<file path="src/rtl/wb_skid_stage.sv">
// wb_skid_stage
//   Two-entry skid buffer sitting in front of the register-file write port.
//   Beats are captured into MAIN (the head, driven straight onto OUT_*).
//   A second beat that arrives while the head is stalled is parked in SKID.
//   Lane enables are cleaned at capture time:
//     - writes to register 0 are dropped;
//     - when several enabled lanes target the same register, only the
//       highest-index lane keeps its enable.
//
// Ports
//   CLOCK             rising-edge clock
//   RESET             synchronous, active-high; highest priority
//   FLUSH             synchronous discard of all held beats (beats offered
//                     in the same cycle are dropped)
//   IN_VALID/IN_READY upstream handshake; IN_READY depends on state only
//   IN_WriteData      LANES x DATA_W, lane k at [k*DATA_W +: DATA_W]
//   IN_WriteRegister  LANES x REG_W, packed the same way
//   IN_WriteEnable    LANES per-lane write request
//   OUT_VALID/OUT_READY downstream handshake
//   OUT_Write*        fields of the head beat (MAIN)
//   OCCUPANCY         held beats: 0, 1 or 2
module wb_skid_stage #(
  parameter int DATA_W = 32,
  parameter int REG_W  = 5,
  parameter int LANES  = 1
) (
  input  logic                      CLOCK,
  input  logic                      RESET,
  input  logic                      FLUSH,
  input  logic                      IN_VALID,
  output logic                      IN_READY,
  input  logic [LANES*DATA_W-1:0]   IN_WriteData,
  input  logic [LANES*REG_W-1:0]    IN_WriteRegister,
  input  logic [LANES-1:0]          IN_WriteEnable,
  output logic                      OUT_VALID,
  input  logic                      OUT_READY,
  output logic [LANES*DATA_W-1:0]   OUT_WriteData,
  output logic [LANES*REG_W-1:0]    OUT_WriteRegister,
  output logic [LANES-1:0]          OUT_WriteEnable,
  output logic [1:0]                OCCUPANCY
);

  // State value doubles as the occupancy count.
  typedef enum logic [1:0] {
    EMPTY = 2'd0,
    ONE   = 2'd1,
    FULL  = 2'd2
  } stateT;

  stateT                    state;
  logic [LANES*DATA_W-1:0]  mainData;
  logic [LANES*REG_W-1:0]   mainReg;
  logic [LANES-1:0]         mainEn;
  logic [LANES*DATA_W-1:0]  skidData;
  logic [LANES*REG_W-1:0]   skidReg;
  logic [LANES-1:0]         skidEn;

  logic                     inFire;
  logic                     outFire;
  logic [LANES-1:0]         inEnClean;

  // Drop writes to register 0 and resolve same-register conflicts in favour
  // of the highest-index lane.
  function automatic logic [LANES-1:0] cleanEnables(
    input logic [LANES-1:0]       en,
    input logic [LANES*REG_W-1:0] regs
  );
    logic [LANES-1:0] result;
    logic [REG_W-1:0] regK;
    logic [REG_W-1:0] regJ;
    result = {LANES{1'b0}};
    for (int k = 0; k < LANES; k++) begin
      regK      = regs[k*REG_W +: REG_W];
      result[k] = en[k] & (regK != {REG_W{1'b0}});
      for (int j = k + 1; j < LANES; j++) begin
        regJ      = regs[j*REG_W +: REG_W];
        result[k] = result[k] & ~(en[j] & (regJ == regK));
      end
    end
    return result;
  endfunction

  // Handshake decode; both readies come from the registered state only,
  // so there is no combinational OUT_READY -> IN_READY path.
  assign IN_READY  = (state != FULL);
  assign OUT_VALID = (state != EMPTY);
  assign inFire    = IN_VALID & IN_READY;
  assign outFire   = OUT_VALID & OUT_READY;
  assign inEnClean = cleanEnables(IN_WriteEnable, IN_WriteRegister);

  // Head fields come straight from MAIN registers. MAIN is zeroed whenever
  // the buffer drains, so the enable is already all-zero while not valid.
  assign OUT_WriteData     = mainData;
  assign OUT_WriteRegister = mainReg;
  assign OUT_WriteEnable   = mainEn;
  assign OCCUPANCY         = state;

  // Skid-buffer FSM: reset, then flush, then the handshake transitions.
  always_ff @(posedge CLOCK) begin
    if (RESET || FLUSH) begin
      state    <= EMPTY;
      mainData <= {(LANES*DATA_W){1'b0}};
      mainReg  <= {(LANES*REG_W){1'b0}};
      mainEn   <= {LANES{1'b0}};
      skidData <= {(LANES*DATA_W){1'b0}};
      skidReg  <= {(LANES*REG_W){1'b0}};
      skidEn   <= {LANES{1'b0}};
    end else begin
      case (state)
        EMPTY: begin
          if (inFire) begin
            mainData <= IN_WriteData;
            mainReg  <= IN_WriteRegister;
            mainEn   <= inEnClean;
            state    <= ONE;
          end
        end
        ONE: begin
          if (inFire && outFire) begin
            // Head leaves and the new beat replaces it in the same cycle.
            mainData <= IN_WriteData;
            mainReg  <= IN_WriteRegister;
            mainEn   <= inEnClean;
          end else if (inFire) begin
            skidData <= IN_WriteData;
            skidReg  <= IN_WriteRegister;
            skidEn   <= inEnClean;
            state    <= FULL;
          end else if (outFire) begin
            mainData <= {(LANES*DATA_W){1'b0}};
            mainReg  <= {(LANES*REG_W){1'b0}};
            mainEn   <= {LANES{1'b0}};
            state    <= EMPTY;
          end
        end
        FULL: begin
          // IN_READY is low here, so only the drain path exists.
          if (outFire) begin
            mainData <= skidData;
            mainReg  <= skidReg;
            mainEn   <= skidEn;
            skidData <= {(LANES*DATA_W){1'b0}};
            skidReg  <= {(LANES*REG_W){1'b0}};
            skidEn   <= {LANES{1'b0}};
            state    <= ONE;
          end
        end
        default: begin
          state    <= EMPTY;
          mainData <= {(LANES*DATA_W){1'b0}};
          mainReg  <= {(LANES*REG_W){1'b0}};
          mainEn   <= {LANES{1'b0}};
          skidData <= {(LANES*DATA_W){1'b0}};
          skidReg  <= {(LANES*REG_W){1'b0}};
          skidEn   <= {LANES{1'b0}};
        end
      endcase
    end
  end

endmodule

</file>
<file path="config.mk">
export PLATFORM = sky130hd
export DESIGN_NAME = wb_skid_stage
export DESIGN_NICKNAME = d
export VERILOG_FILES = /design/src/rtl/wb_skid_stage.sv
export SDC_FILE = /design/constraint.sdc
export NUM_CORES = 1
export LEC_CHECK = 0
export CAP_MARGIN = 20
export CORE_ASPECT_RATIO = 0.8
export CORE_MARGIN = 2
export CORE_UTILIZATION = 35
export DETAILED_ROUTE_END_ITERATION = 8
export SLEW_MARGIN = 40
export SYNTH_ARGS = -nofsm -noshare
export SYNTH_HDL_FRONTEND = slang
export SYNTH_SLANG_ARGS = --single-unit
export TNS_END_PERCENT = 30
</file>
<file path="constraint.sdc">
create_clock -name CLOCK -period 2.2 [get_ports CLOCK]
set_input_delay 0.44 -clock CLOCK [delete_from_list [all_inputs] [get_ports CLOCK]]
set_output_delay 0.44 -clock CLOCK [all_outputs]
set_load 0.03 [all_outputs]
</file>
==> metrics.yaml <==
status: "complete, no violations"
synth_common_cells: "nor2_1, dfxtp_1, and2_1, mux2i_1, a222oi_1"
nFillCells: 832
synth-main-ff-cell: "dfxtp_1"
vias_per_cell: 5.20
r2r_slack_ns: 0.54
finalCritPeriodShare_pct: 95.6
start_kind: "flip-flop"
wl_per_cell_um: 15.7
hpwlAfterDp_um: 5390
worstMarginPinSlew_ns: 0.453
period_needed_ns: 2.10
cp-startpoint: "OCCUPANCY[0]"
cp.arrival_ns: 1.66
cts_buffers: 9
netlist-cell-type-count: 28
via_count: 2749
setup_violations: 0
busiest_layer: "met2"
area_growth_pct: 40.9
endpoint_kind: "primary output"
synth-async-reset-ratio_pct: 0
crit_type: "reg -> out"
drv_slew: 0
gr-usage-met3_pct: 5.83
io_pins: 85
portBuffers: 84
reg2reg_to: "OUT_WriteData[28]"
track_usage_pct: 17.2
gp_congestion: 0.779
grt_setup_unrepaired: "no"
clockBufferDepth: 2
preCtsSetupSlack_ns: 0.0704
crit_end: "IN_READY"
synth_edf_count: 0
grtUsageMet2_pct: 26.0
p_per_area_nw_per_um2: 745
grt_max_degree: 53
synthesis.area_um2: 3190
min_delay_path_depth: 2
cts_max_level: 3
synth_area_leaders: "dfxtp_1, mux2i_1, a222oi_1, nor2_1, and2_1"
grt_pass1_vias: 2612
syn_avg_cell_area_um2: 9.63
drtAntennaViolNets: 0
wirelength_um: 8290
grt_remaining_overflow: 0
drc: 0
postCtsSetupRepairBufs: 0
ys_seq_area_share_pct: 49.0
rows: 31
met1_usage_pct: 23.9
fin_tns_setup_ns: 0
clk_latency_ns: 0.32
yosys_warnings: 0
critPathMaxFanout: 8
drv_cap: 0
critical_path.reg2reg.startpoint: "OCCUPANCY[0]"
synth_nets: 374
synth_top_area_share_pct: 49.0
layout-drive-gt1-share_pct: 8.45
n_antenna_cell: 0
die_h_um: 89.3
min_path_type: "reg -> reg"
skew_ns: 0.00623
final-hold-violation-count: 0
dr.first_iter.drc_count: 300
firstDrtPassIters: 6
cts_tree: "done"
core_area_um2: 8960
synth.largest_area_cell: "dfxtp_1"
syn_inst: 331
synth_seq_cells: 78
cts_root_buffer: "clkbuf_16"
setup_ws_ns: 0.0966
max_clock_freq_ghz: 0.475
p_leak_nw: 1.58
dieArea_um2: 9890
crit_required_ns: 1.76
slew_headroom_pct: 69.7
initial_utilization_pct: 35.6
cts_sinks: 78
grt_pass1_wl_um: 13500
nets: 453
fp.dieW_um: 111
r2r_cells: 5
cts.clk_slew.worst_paths_ns: 0.06
irDropWorstVdd_v: 0.000397
synth.most_common_cell: "nor2_1"
antenna_found_initial: 0
## how the worst min path moves through the flow
stage,from,end,slack [ns]
floorplan,skidEn,skidEn,0.45
global placement,OUT_WriteEnable,OUT_WriteEnable,0.45
detailed placement,skidEn,skidEn,0.47
CTS,skidEn,skidEn,0.48
global route,OUT_WriteEnable,OUT_WriteEnable,0.49
finish,skidEn,skidEn,0.47
## logic make-up (layout without fill, tap and decap cells)
logic type	count (synthesis)	in the layout	share of synthesized area [%]
AO/OA/AOI/OAI	49	49	14.0
buffers and inverters	34	117	5.54
multiplexers	38	38	11.9
flip-flops	78	78	49.0
AND/OR/NAND/NOR	132	132	19.5
## routing by layer
layer / wire length [um] / up-vias
met4: 55 / 0
met1: 4050 / 1310
met2: 3630 / 88
li1: - / 1344
met5: 0 / -
met3: 557 / 7
## power by group
group,internal [mW],switching (mW)
clock,0.904,0.558
sequential,1.44,0.0178
combinational,0.213,0.213
## stage by stage
step	std cells	total power [mW]	utilization, %	area (um2)	hold slack [ns]
global route	529	3.48	50.1	4490	0.491
finish	529	3.35	50.1	4490	0.469
detailed placement	514	1.92	46.8	4200	0.468
floorplan	331	1.71	-	3190	0.445
CTS	529	3.39	50.1	4490	0.475
global placement	512	1.91	46.5	4170	0.450
## critical path, stage by stage (launching register included)
cell and delay [ns]:
dfxtp_1 0.48, nor2b_2 0.10, inv_1 0.09, clkdlybuf4s50_1 0.67
## layout by cell type, fill, tap and decap left out
master	synthesis	final
clkinvlp_4	0	2
clkdlybuf4s50_1	0	84
clkbuf_16	0	9
a222oi_1	37	37
clkbuf_8	0	1
clkbuf_1	12	2
buf_6	3	1
bufinv_16	0	1
o21a_1	1	1
a32oi_1	1	1
o21ai_1	2	2
nor2b_2	0	2
nor2_1	79	79
o21ai_0	1	1
nand4_1	1	1
nand2b_1	2	2
a211oi_1	1	1
buf_8	0	1
buf_12	0	4
nand3b_1	1	1
a21oi_4	0	1
inv_1	2	2
nor2b_1	3	1
mux2i_1	38	38
nor3_1	1	1
o22a_2	0	1
buf_4	2	10
dfxtp_1	78	78
and2_1	38	38
or2_2	1	2
nand3_1	1	1
nand2_1	3	3
a21oi_1	4	4
or3b_1	1	1
## sequential cells by signal, summed over array words and instances (netlist names)
register           count
OUT_WriteData         32
skidData              32
OUT_WriteRegister      5
skidReg                5
OCCUPANCY              2
OUT_WriteEnable        1
skidEn                 1
## repair_timing
| item | 4_1_cts | 5_1_grt |
|---|---|---|
| hold buffers | 0 | 0 |
| setup endpoints to repair | 0 | 1 |
| resized for setup | 0 | 1 |
## cell type report
| cell class | count | area, um2 | share of cell area, % |
|---|---|---|---|
| inverter | 2 | 7.51 | 0.167 |
| tap | 115 | 144 | 3.21 |
| sequential | 78 | 1560 | 34.8 |
| timing repair buffer | 100 | 1020 | 22.8 |
| multi-input combinational | 219 | 1460 | 32.6 |
| clock inverter | 3 | 45.0 | 1.00 |
| clock buffer | 12 | 246 | 5.49 |
No activity file was read; power rests on OpenSTA's default activity.
